===== config.mk =====
export PLATFORM = sky130hd
export DESIGN_NAME = tdcchan
export DESIGN_NICKNAME = d
export VERILOG_FILES = /design/src/rtl/tdcchan_pkg.sv /design/src/rtl/tdcchan_sync.sv /design/src/rtl/tdcchan.sv
export SDC_FILE = /design/constraint.sdc
export NUM_CORES = 1
export LEC_CHECK = 0
export ABC_AREA = 1
export CORE_MARGIN = 10
export CORE_UTILIZATION = 25
export CTS_CLUSTER_DIAMETER = 200
export CTS_CLUSTER_SIZE = 14
export DETAILED_ROUTE_END_ITERATION = 7
export GPL_TIMING_DRIVEN = 0
export PLACE_DENSITY = 0.45
export SYNTH_ARGS = -nofsm -noshare
export SYNTH_HDL_FRONTEND = slang
export SYNTH_SLANG_ARGS = --single-unit

===== constraint.sdc =====
create_clock -name clk600 -period 1.8 [get_ports clk600]
set_input_delay 0.45 -clock clk600 [delete_from_list [all_inputs] [get_ports clk600]]
set_output_delay 0.45 -clock clk600 [all_outputs]
set_load 0.01 [all_outputs]

===== src/rtl/tdcchan_pkg.sv =====
// Shared widths and result record layouts for the single-channel TDC.
package tdcchan_pkg;

   localparam int FINE_W  = 6;
   localparam int WIDTH_W = 6;
   localparam int BC_W    = 7;

   typedef struct packed {
      logic [BC_W-1:0]   bc;
      logic [FINE_W-1:0] fine;
   } tdc_raw_t;

   typedef struct packed {
      logic [WIDTH_W-1:0] width;
      logic [FINE_W-1:0]  fine;
   } tdc_out_t;

endpackage


===== src/rtl/tdcchan_sync.sv =====
// Pin synchronizer with rise/fall pulse generation. A pin that is already high
// when reset releases yields no rise until the pin has been seen low.
module tdcchan_sync #(
   parameter int SYNC_STAGES = 2
) (
   input  logic clk,
   input  logic reset,
   input  logic pin,
   output logic s,
   output logic rise,
   output logic fall
);

   logic [SYNC_STAGES-1:0] chain;
   logic [SYNC_STAGES-1:0] fill;
   logic                   s_d;
   logic                   armed;

   // fill marks when the chain holds real pin samples rather than reset zeros
   always_ff @(posedge clk) begin
      if (reset) begin
         chain <= '0;
         fill  <= '0;
         s_d   <= 1'b0;
         armed <= 1'b0;
      end else begin
         chain <= {chain[SYNC_STAGES-2:0], pin};
         fill  <= {fill[SYNC_STAGES-2:0], 1'b1};
         s_d   <= chain[SYNC_STAGES-1];
         armed <= armed | (fill[SYNC_STAGES-1] & ~chain[SYNC_STAGES-1]);
      end
   end

   assign s    = chain[SYNC_STAGES-1];
   assign rise = s & ~s_d & armed;
   assign fall = ~s & s_d;

endmodule


===== src/rtl/tdcchan.sv =====
// Single-channel TDC: time-stamps synced hit rises against bc_time plus a sub-BC
// fine counter and reports calibrated width/fine. Option: TDCCHAN_GLITCH_FILTER_EN.
module tdcchan #(
   parameter int SYNC_STAGES = 2,
   parameter int FINE_W      = 6,
   parameter int WIDTH_W     = 6,
   parameter int MIN_WIDTH   = 2
) (
   input  logic                      clk600,
   input  logic                      reset,
   input  logic                      pin_in,
   output logic                      pin_out,
   input  logic [6:0]                bc_time,
   input  logic [3:0]                tdc_count,
   input  logic                      rdata,
   input  logic                      rstr,
   input  logic                      tdc_raw_lock,
   output logic [6+FINE_W:0]         tdc_raw,
   output logic [WIDTH_W+FINE_W-1:0] tdc_out,
   output logic                      tdc_rdy
);
   import tdcchan_pkg::*;

   logic               s;
   logic               rise;
   logic               fall;
   logic               report;
   logic               rstr_d;
   logic               rstr_edge;
   logic               accepted;
   logic [6:0]         prev_bc;
   logic [FINE_W-1:0]  fine;
   logic [FINE_W-1:0]  fine_stamp;
   logic [WIDTH_W-1:0] hit_width;
   tdc_raw_t           raw_q;
   tdc_out_t           out_q;

   tdcchan_sync #(.SYNC_STAGES(SYNC_STAGES)) u_sync (
      .clk   (clk600),
      .reset (reset),
      .pin   (pin_in),
      .s     (s),
      .rise  (rise),
      .fall  (fall)
   );

   assign pin_out   = s;
   assign rstr_edge = rstr & ~rstr_d;

`ifdef TDCCHAN_GLITCH_FILTER_EN
   assign report = fall & accepted & (hit_width >= WIDTH_W'(MIN_WIDTH));
`else
   logic unused_min_width;
   assign unused_min_width = (MIN_WIDTH > 0);
   assign report = fall & accepted;
`endif

   // Handshake: tdc_out is valid while tdc_rdy=1; a rising edge on rstr
   // acknowledges it, and a result landing in that same cycle wins.
   always_ff @(posedge clk600) begin
      if (reset) begin
         prev_bc    <= '0;
         fine       <= '0;
         fine_stamp <= '0;
         hit_width  <= '0;
         accepted   <= 1'b0;
         rstr_d     <= 1'b0;
         raw_q      <= '0;
         out_q      <= '0;
         tdc_rdy    <= 1'b0;
      end else begin
         prev_bc <= bc_time;
         rstr_d  <= rstr;
         if (bc_time != prev_bc) begin
            fine <= '0;
         end else if (fine != '1) begin
            fine <= fine + 1'b1;
         end
         if (rise) begin
            if (!tdc_raw_lock) begin
               raw_q <= '{bc: bc_time, fine: fine};
            end
            fine_stamp <= fine;
            accepted   <= rdata;
            hit_width  <= WIDTH_W'(1);
         end else if (s && hit_width != '1) begin
            hit_width <= hit_width + 1'b1;
         end
         if (report) begin
            out_q   <= '{width: hit_width,
                         fine:  fine_stamp - {{(FINE_W-4){1'b0}}, tdc_count}};
            tdc_rdy <= 1'b1;
         end else if (rstr_edge) begin
            tdc_rdy <= 1'b0;
         end
      end
   end

   assign tdc_raw = raw_q;
   assign tdc_out = out_q;

endmodule


**Yosys cells after proc, flatten, opt, wreduce, memory -nomap -nowiden**

Cells that the tools add are included.

- Word-level logic and storage cells: 45
- Bits in registers: 59
- Input bits: 17

- Reductions and logical operators: 6
- Equality and inequality tests: 3
- $add $sub $neg: 3
- Bitwise gates (word level): 11
- Muxes and demuxes: 5

Operator list:

| operator | count |
|---|---|
| adder 6 x 1 -> 6 bit (second input constant) | 2 |
| != test 6 bit (second input constant) | 2 |
| != test 7 bit | 1 |
| bitwise AND 1 bit | 6 |
| subtractor 6 x 4 -> 6 bit | 1 |
| two-way mux 1 bit | 5 |
| NOT 1 bit | 4 |
| nonzero test 2 bit | 2 |
| OR reduction 2 bit | 2 |
| AND reduction 2 bit | 1 |
| logical AND 1 bit | 1 |
| bitwise OR 1 bit | 1 |

**Depth between registers and ports, before layout**

Gate-level depths: netlist of the first run.

- Word-level depth: 4
- Gate-level depth with buffers: 10

**By module**

Synthesis of the first run repeated with hierarchy kept, for this count alone.

- Cell total of the unflattened synthesis: 310
- Area total of the unflattened synthesis: 2452.4 µm²

By module, submodules not included:

| module | area each (µm²) | instances | sequential area each (µm²) | cells each |
|---|---|---|---|---|
| tdcchan | 2264.7 | 1 | 1061.0 | 289 |
| tdcchan_sync | 187.7 | 1 | 120.1 | 21 |

**Least setup slack after synthesis of the first run**

No wires, ideal clock.

- Kind: in2reg
- Start point: input port tdc_count[0]
- End point: register out_q (netlist bit tdc_out[4])
- Arrival: 1415 ps
- Data required time: 1680 ps
- Slack: 265 ps
- Cell stages on the path: 8
- Path through: ha_1 inv_1 fa_1 nand2_1 nand2_1 a21oi_1 or2_2 a21oi_1

- Cells in the longest elaborated chain, start to end: 1

Ends and longest elaborated chain:

| what | line | source |
|---|---|---|
| from (decl) | tdcchan.sv:14 | `input logic [3:0] tdc_count,` |
| subtractor 6 x 4 -> 6 bit | tdcchan.sv:91 | `fine: fine_stamp - {{(FINE_W-4){1'b0}}, tdc_count}};` |
| to (signal assigned) | tdcchan.sv:90 | `out_q <= '{width: hit_width,` |
| to (decl) | tdcchan.sv:36 | `tdc_out_t out_q;` |

No other way between the ends.
A chain may end at the register's enable or synchronous reset.

**Worst setup path in the final report of the first run**

- Start point: register u_sync.chain[1]
- End point: output port pin_out

RTL lines:

| what | line | source |
|---|---|---|
| from (decl) | tdcchan_sync.sv:14 | `logic [SYNC_STAGES-1:0] chain;` |
| from (signal assigned) | tdcchan_sync.sv:27 | `chain <= {chain[SYNC_STAGES-2:0], pin};` |
| to (decl) | tdcchan.sv:12 | `output logic pin_out,` |

No word-level cell between the ends.

==> results of run 1 <==
[Yosys cell counts]
cell type / instances / share of area [%]
nand3_1: 10 / 2.1
nor2_4: 1 / 0.47
o21ai_0: 25 / 5.2
o211ai_1: 1 / 0.31
fa_1: 1 / 0.84
clkinv_2: 1 / 0.21
a21oi_2: 7 / 2.6
or2_2: 4 / 1.0
nand3_2: 2 / 0.84
xnor2_1: 4 / 1.5
ha_1: 6 / 3.1
nand2_1: 33 / 5.2
a21oi_1: 32 / 6.7
nand2_2: 1 / 0.26
nor3_1: 1 / 0.21
a211oi_1: 3 / 0.94
inv_1: 38 / 6.0
clkbuf_1: 2 / 0.31
buf_2: 4 / 0.84
o21ai_1: 7 / 1.5
dfxtp_1: 59 / 49
xor2_1: 4 / 1.5
nor2_1: 43 / 6.7
buf_4: 1 / 0.31
nand4_1: 2 / 0.52
inv_2: 2 / 0.31
buf_1: 1 / 0.16
buf_6: 2 / 0.94
nand3b_1: 1 / 0.31
[repair_timing]
action / 4_1_cts / 5_1_grt
gates cloned: 0 / 0
setup endpoints to repair: 1 / 1
gates resized for setup: 1 / 2
[per-layer routing]
metal  vias to the layer above  track usage [%]
li1                       1067                -
met1                       854             10.4
met2                        51             12.8
met3                        10             4.80
met4                         0             3.71
met5                         -                0
[power groups by stage]
stage | clock (W) | combinational (W) | sequential, W
floorplan | 0 | 0.0000985 | 0.00137
finish | 0.00148 | 0.000174 | 0.00135
detailed placement | 0 | 0.000176 | 0.00138
CTS | 0.00153 | 0.000177 | 0.00135
global placement | 0 | 0.000177 | 0.00138
global route | 0.00158 | 0.000198 | 0.00135
[area by class of cell]
| type | instances | area (um2) | share of cell area [%] |
|---|---|---|---|
| repair buffers | 43 | 430 | 13.3 |
| plain buffers | 10 | 61.3 | 1.89 |
| inverters | 41 | 155 | 4.79 |
| multi-input cells | 188 | 1010 | 31.1 |
| clock inverters | 5 | 100 | 3.09 |
| well taps | 129 | 161 | 4.98 |
| flip-flops and latches | 59 | 1180 | 36.5 |
| clock buffers | 11 | 141 | 4.37 |
[worst min path at each step]
stage	from	end	cells after the start
after floorplan	u_sync.chain[0]$_SDFF_PP0_	u_sync.chain[1]$_SDFF_PP0_	2
after global placement	u_sync.chain[0]$_SDFF_PP0_	u_sync.chain[1]$_SDFF_PP0_	2
after detailed placement	u_sync.chain[0]$_SDFF_PP0_	u_sync.chain[1]$_SDFF_PP0_	2
after CTS	u_sync.chain[0]$_SDFF_PP0_	u_sync.chain[1]$_SDFF_PP0_	2
after global routing	u_sync.chain[0]$_SDFF_PP0_	u_sync.chain[1]$_SDFF_PP0_	2
final	u_sync.chain[0]$_SDFF_PP0_	u_sync.chain[1]$_SDFF_PP0_	2
[flip-flops by register name (all words and copies together) (netlist names)]
signal	cells
prev_bc	7
fine_stamp	6
tdc_raw	13
hit_width	6
tdc_out	12
rstr_d	1
u_sync.fill	2
u_sync.chain	2
accepted	1
fine	6
tdc_rdy	1
u_sync.s_d	1
u_sync.armed	1
[cells by family after synthesis]
family	share of synthesized area (%)
AOI/OAI and AO/OA	17.2
xor gates and xnor gates	2.92
adders and majority gates	3.97
buffers and inverters	9.03
DFF	49.3
and+or+nand+nor	17.6
[metrics by stage]
step / hold WS, ps / worst slack (ps) / cell area (um2) / total power [W] / utilization (%)
after floorplan: 388 / 265 / 2400 / 0.00147 / -
after global placement: 390 / -358 / 2990 / 0.00155 / 32.2
after detailed placement: 398 / -344 / 2990 / 0.00155 / 32.2
after CTS: 400 / 29.0 / 3230 / 0.00305 / 34.8
after global routing: 415 / 2.48 / 3240 / 0.00312 / 34.9
final: 397 / 65.4 / 3240 / 0.00300 / 34.9
==> summary.md, run 1 <==
| Metric | Value |
|---|---|
| Routed Antenna Nets | `0` |
| Mapped Cells | `just under 300` |
| Placed Cells | `470` |
| Cell count of the worst reg-to-reg path | `9` |
| Worst VDD drop | `a little under 400 uV` |
| CP endpoint | `pin_out` |
| CTS tree | `built` |
| Final Non-Filler Cells | `486` |
| Clock tree buffer depth | `2` |
| Drt wl/cell | `12.3 um` |
| Vias in the first global route | `about 2.0k` |
| Post-synthesis cell area | `~2400 um2` |
| Uppermost layer routed | `met4` |
| Slowest cell delay on critical path | `560 ps` |
| Syn Area/Cell | `about 8.0 um2` |
| Hold buffers post-CTS | `0` |
| Met3 wire length | `roughly 540 um` |
| CTS root buf | `clkbuf_8` |
| Sequential share of power | `44.8%` |
| DRC errors left | `0` |
| Pre-antenna DRT Iters | `4` |
| CP top delay family | `buffers and inverters` |
| R2r endpoint | `tdc_out[4]$_SDFFE_PP0P_` |
| P_sw | `0.000634 W` |
| CTS buffer count | `9` |
| Num ports | `44` |
| Crit path max fanout | `5` |
| Fmax | `577 MHz` |
| Yosys reg bits | `59` |
| CP startpoint | `u_sync.chain[1]$_SDFF_PP0_` |
| RSZ-0062 raised after global routing | `no` |
| FP Rows | `35` |
| Setup TNS | `0 ps` |
| ANT cells | `0` |
| Setup bufs post-CTS | `0` |
| Initial Util | `25.8%` |
| Rel. slew slack | `roughly 70%` |
| Skew-Pair Late Insertion Delay | `350 ps` |
| Power per cell area | `927 nW/um2` |
| Logic pwr share | `5.8%` |
| Clock share of power | `49.4%` |
| Vias | `1,982` |
| Pin slew with the least headroom to its limit | `462 ps` |
| Stages on the worst setup path | `1` |
| WP data required | `1350 ps` |
| Layout cell share with drive strength beyond 1 | `12.0%` |
| Yosys Warn Count | `0` |
| Die Ht | `118 um` |
| Commonest non-fill, non-tap cells in the layout | `58 x dfxtp_1, 43 x nor2_1, 43 x clkdlybuf4s50_1` |
| Initial antenna violation count | `0` |
| WS Path Type | `reg -> out` |
| Die Span X | `118 um` |
| Status | `complete, no violations` |
| Core area | `9280 um2` |
| M1 WL | `2.87 mm` |
| Fillcell total | `987` |
| Layout area overhead | `35.1%` |
| Crit path launch type | `flop` |
| Lkg Pwr | `between 1 and 1.5 nW` |
| Max-slew violations | `0` |
| Routed Wire Length | `5.97 mm` |
| Vias/cell | `4.08` |
| Clock Skew | `7.70 ps` |
| Mapped Nets | `322` |
| H-tree depth | `3` |
| Final period utilization | `a little under 100%` |
| First-pass GRT wire length | `9.86 mm` |
| Minimum clock period | `1730 ps` |
| Gr ovfl total | `0` |
| Nets | `roughly 380` |
| Max Cap Violations | `0` |
| Largest net degree at the start of global routing | `11` |
| Worst R2R Setup Slack | `290 ps` |
| Total track usage | `8.79%` |
| CP arrival | `1280 ps` |
| Worst Setup End Kind | `primary output` |
| Seq/Total Area, Yosys | `49.3%` |
| Met2 WL | `2.46 mm` |
| Worst min path class | `reg -> reg` |
| Die area | `approximately 14,000 um2` |
| GP Congestion | `0.779` |
| Slowest cell on the critical path | `clkdlybuf4s50_1` |
| Commonest non-fill, non-tap cell in the layout | `dfxtp_1` |
| Reg-to-reg critical path startpoint | `fine_stamp[0]$_SDFFE_PP0P_` |
| Setup violations, final | `0` |
| Port Buf Inserts | `43` |
| P_int | `0.00237 W` |
| Sw Ratio | `21.1%` |
| HPWL Detailed | `4.52 mm` |
| Reg clk slew, reported paths | `60 ps` |
| Synth cell types | `29` |
| Worst-path cell chain | `clkdlybuf4s50_1` |
| Final hold viol count | `0` |
| Crit path buf inv count | `1` |
| Detailed Route Iter0 Violations | `62` |
| Clk sinks | `59` |
Power figures use the tool's default switching activity.
==> inputs of run 2 (changes only) <==
- CAP_MARGIN: default -> 10
==> results of run 2 <==
Final layout, timing and power as in run 1 (identical DEF).
